`src/rtl/capture_sequencer.sv`:
```
// capture_sequencer: arms on command, triggers on sample magnitude, captures
// into the sample BRAM and serves readout over an Avalon-MM register window.
module capture_sequencer #(
    parameter int DEPTH     = 48000,
    parameter int ADDR_BITS = 16
) (
    input  logic                 clk,
    input  logic                 reset,
    input  logic                 sample_valid,
    input  logic [23:0]          sample_data,
    input  logic                 chipselect,
    input  logic                 read,
    input  logic                 write,
    input  logic [2:0]           address,
    input  logic [31:0]          writedata,
    output logic [31:0]          readdata,
    output logic [ADDR_BITS-1:0] bram_wa,
    output logic                 bram_write,
    output logic [23:0]          bram_data_in,
    output logic [ADDR_BITS-1:0] bram_ra,
    input  logic [23:0]          bram_data_out,
    output logic                 done_irq
);
    typedef enum logic [1:0] {IDLE = 2'd0, ARMED = 2'd1, CAPTURE = 2'd2, DONE = 2'd3} state_t;
    state_t state, state_d;
    logic [ADDR_BITS-1:0] wcount, rptr, count, rptr_inc, rptr_wr;
    logic [23:0] thresh, mag;
    logic [31:0] rd_mux;
    logic ctrl_wr, arm, abort, accept, rd, reg_wr;

    assign reg_wr   = chipselect && write;
    assign rd       = chipselect && read;
    assign ctrl_wr  = reg_wr && address == 3'd0;
    assign abort    = ctrl_wr && writedata[1];
    assign arm      = ctrl_wr && writedata[0] && !writedata[1];
    // -2^23 has no positive twin in 24 bits, so it saturates
    assign mag      = !sample_data[23] ? sample_data :
                      sample_data == 24'h800000 ? 24'h7FFFFF : -sample_data;
    assign accept   = sample_valid && !ctrl_wr &&
                      (state == CAPTURE || (state == ARMED && mag >= thresh));
    assign rptr_inc = 32'(rptr) + 32'd1 >= 32'(count) ? '0 : rptr + 1'b1;
    assign rptr_wr  = writedata[ADDR_BITS-1:0] >= count ? '0 : writedata[ADDR_BITS-1:0];
    assign done_irq = state == DONE;
    assign bram_ra  = rptr;

    always_comb begin
        state_d = abort ? IDLE : arm ? ARMED :
                  accept ? (wcount + 1'b1 >= count ? DONE : CAPTURE) : state;
    end

    always_comb begin
        rd_mux = 32'd0;
        case (address)
            3'd1: rd_mux = {16'(wcount), 14'd0, state};
            3'd2: rd_mux = {8'd0, thresh};
            3'd3: rd_mux = {{8{bram_data_out[23]}}, bram_data_out};
            3'd4: rd_mux = 32'(rptr);
            3'd5: rd_mux = 32'(count);
            default: rd_mux = 32'd0;
        endcase
    end

    always_ff @(posedge clk) begin
        state <= reset ? IDLE : state_d;
    end

    always_ff @(posedge clk) begin
        if (reset) begin
            wcount       <= '0;
            rptr         <= '0;
            thresh       <= '0;
            count        <= ADDR_BITS'(DEPTH);
            readdata     <= '0;
            bram_write   <= 1'b0;
            bram_wa      <= '0;
            bram_data_in <= '0;
        end else begin
            bram_write <= accept;
            if (arm)
                wcount <= '0;
            else if (accept)
                wcount <= wcount + 1'b1;
            if (accept) begin
                bram_wa      <= wcount;
                bram_data_in <= sample_data;
            end
            if (rd)
                readdata <= rd_mux;
            if (ctrl_wr && writedata[2])
                rptr <= '0;
            else if (reg_wr && address == 3'd4)
                rptr <= rptr_wr;
            else if (rd && address == 3'd3)
                rptr <= rptr_inc;
            if (reg_wr && address == 3'd2)
                thresh <= writedata[23:0];
            // length is frozen while a capture is in flight
            if (reg_wr && address == 3'd5 && (state == IDLE || state == DONE))
                count <= writedata == 32'd0 ? ADDR_BITS'(1) :
                         writedata > 32'(DEPTH) ? ADDR_BITS'(DEPTH) : writedata[ADDR_BITS-1:0];
        end
    end
endmodule

```
`config.mk`:
```
export PLATFORM = sky130hd
export DESIGN_NAME = capture_sequencer
export DESIGN_NICKNAME = d
export VERILOG_FILES = /design/src/rtl/capture_sequencer.sv
export SDC_FILE = /design/constraint.sdc
export NUM_CORES = 1
export LEC_CHECK = 0
export CORE_MARGIN = 2
export CORE_UTILIZATION = 45
export CTS_CLUSTER_SIZE = 8
export DETAILED_ROUTE_END_ITERATION = 6
export PLACE_DENSITY_LB_ADDON = 0.05
export SLEW_MARGIN = 10
export SYNTH_ARGS = -nofsm -noshare
export SYNTH_HDL_FRONTEND = slang
export SYNTH_SLANG_ARGS = --single-unit
export TNS_END_PERCENT = 30
```
`constraint.sdc`:
```
create_clock -name clk -period 6.4 [get_ports clk]
set_input_delay 0.96 -clock clk [delete_from_list [all_inputs] [get_ports clk]]
set_output_delay 0.96 -clock clk [all_outputs]
set_load 0.05 [all_outputs]
```
==> impl_metrics.ini <==
[global_routing]
grt_overflow = 0
track_usage_pct = 28.4
grt_max_degree = 62
antenna_found_initial = 0
grt_pass1_vias = 8963
grt_pass1_wl_um = 49300

[sta]
fin_crit_ns = 5.61
clock_skew_ns = 0.0143
rsz0062_at_grt = no
fin_ws_ns = 0.786
tightest_slew_ns = 1.21
hold_violations = 0
layout_worst_path_cycle_share_pct = 87.7
fin_tns_setup_ns = 0
slew_viol_final = 0
whs_ns = 0.462
fmax_ghz = 0.178
slew_headroom_pct = 18.3
setup_viol = 0

[die]
dieHeight_um = 148
dieWidth_um = 148
dieArea_mm2 = 0.0219
start_util_pct = 45.9
core_area_mm2 = 0.0203
num_rows = 52
ios = 179

[job]
cap_viol_max_count = 0

[cts]
cts_tree = done
htreeDepth = 4
ctsLongestPathBuffers = 2
clkTransAtPathRegs_ns = 0.06
postCtsSetupRepairBufs = 0
cts_hold_buf = 0
cts_resized = 0
cts_made_buffers = 17
cts_sinks = 147
clk_latency_ns = 0.44
cts_root_buf = clkbuf_16

[critical_path]
cp.arrival_ns = 5.94
path_max_fanout = 27
critPathMaxStageDelay_ns = 0.85
cp-start-kind = input pin
cp_cell_sequence = clkdlybuf4s50_1 > or4_4 > or3_4 > or4_4 > or4_4 > a211oi_2 > a31oi_1 > ha_1 > nand4_1 > inv_1 > a22oi_1 > a21oi_2 > buf_4 > o21ai_0 > and3_1
cp_num_buf_inv = 3
end_kind = flip-flop
cp_top_family = simple AND/OR/NAND/NOR gates
rrSetupSlack_ns = 2.61
crit_path_frequent_cell = or4_4
worstSetupPathType = input pin to flip-flop
worstPathRequired_ns = 6.73
slowest_stage = a21oi_2

[run_status]
outcome = completed

[route]
viasPerCell = 5.97
wl_per_cell_um = 19.8
ant_nets = 0
routed_wirelength_um = 31800
vias = 9575
drc_errors = 0
drtIter0Drc = 976
firstDrtPassIters = 7

[logic_synthesis]
synth_edf_count = 0
syn_avg_cell_area_um2 = 7.84
syn_nets = 1356
post_synth_mux_area_share_pct = 5.57
netlist_area_mm2 = 0.00932
synthAdderAreaFrac_pct = 10.5
synth-compound-area-share_pct = 23.6
yosysWarnings = 0
synth_top_family_by_area = compound AO/OA/AOI/OAI gates
synth_ff_type = dfxtp_1
syn-instance-count = 1189
seq_area_frac_synth_pct = 31.6
synth_seq_cells = 147
ys_types = 63
async_flop_share_pct = 0
synth_xor_area_share_pct = 3.95
synth-simple-area-share_pct = 19.3

[finish]
final_cell_mix = 176 x clkdlybuf4s50_1, 147 x dfxtp_1, 125 x nand2_1
stdcell_area_mm2 = 0.0119
final_common_cell = clkdlybuf4s50_1
diodes = 0
fin_util_pct = 58.7
syn_to_final_growth_pct = 27.9
nNetsFinal = 1489
layout.cells.non_filler = 1605
drive_above_1_share_pct = 5.02

[min_path]
hp-class = flip-flop to flip-flop

[placement]
io_buffers = 178
gp_congestion = 0.919
dp_hpwl_um = 23200
placed_cells = 1573
dp_slack_ns = 0.431
placed_area_mm2 = 0.0113

[power_and_ir_drop]
peakVddDrop_v = 0.000178
p_leak_nw = 4.51
powerDensity_mw_per_mm2 = 199
fin_total_pwr_mw = 2.37
==> cell families after synthesis <==
group / count (synthesis)
AO/OA/AOI/OAI: 357
XOR/XNOR: 42
flip-flops: 147
multiplexers: 51
AND/OR/NAND/NOR: 377
buffers and inverters: 137
adder cells (fa/ha/maj): 78
==> final cells by class <==
type / count / area, um^2
Fill cell: 1914 / 8380
Multi-Input combinational cell: 905 / 5890
Sequential cell: 147 / 2940
Timing Repair Buffer: 193 / 1920
Clock buffer: 20 / 457
Tap cell: 270 / 338
Inverter: 58 / 218
Clock inverter: 12 / 155
==> worst paths after layout <==
kind / from / end / cells after the start
max: sample_data[6] / wcount[0] / 15
min: bram_wa[15] / bram_wa[15] / 2
max reg2reg: bram_ra[2] / bram_ra[9] / 11
min reg2reg: bram_wa[15] / bram_wa[15] / 2
==> power breakdown <==
part / internal, mW / total [mW] / switching (mW)
clock network: 0.634 / 1.06 / 0.424
registers: 0.931 / 0.951 / 0.0199
logic: 0.146 / 0.361 / 0.214
==> worst reg2reg max path: stages (launching register included) <==
cell and delay, ns:
dfxtp_1 0.56, and3_1 0.22, nand3_1 0.32, nor4_1 0.56
xor2_1 0.19, ha_1 0.26, o21a_1 0.19, o21ai_0 0.14
a21oi_1 0.12, a41oi_1 0.72, nand3_1 0.16, a221oi_1 0.26
==> layer usage <==
metal	GRT usage (%)	part of all wire [%]
met3	3.77	6.8
met4	9.57	2.8
met2	45.5	45
met1	39.6	45
met5	0	0
==> cell usage after synthesis, types with 18 or more instances <==
cell type	n	area (um^2)
dfxtp_1	147	2940
nand2_1	125	469
a21oi_1	116	581
o21ai_0	103	515
ha_1	78	976
nor2_1	78	293
clkbuf_1	74	278
nand3_1	71	355
inv_1	58	218
mux2i_1	44	440
a22oi_1	25	188
xor2_1	23	201
xnor2_1	19	166
a31oi_1	18	113
nor4_1	18	113
==> registers in the layout (all words and copies together) (netlist names) <==
signal / count
bram_ra: 16
wcount: 16
state: 2
thresh: 24
readdata: 32
count: 16
bram_write: 1
bram_data_in: 24
bram_wa: 16
(Power assumes the default switching activity.)
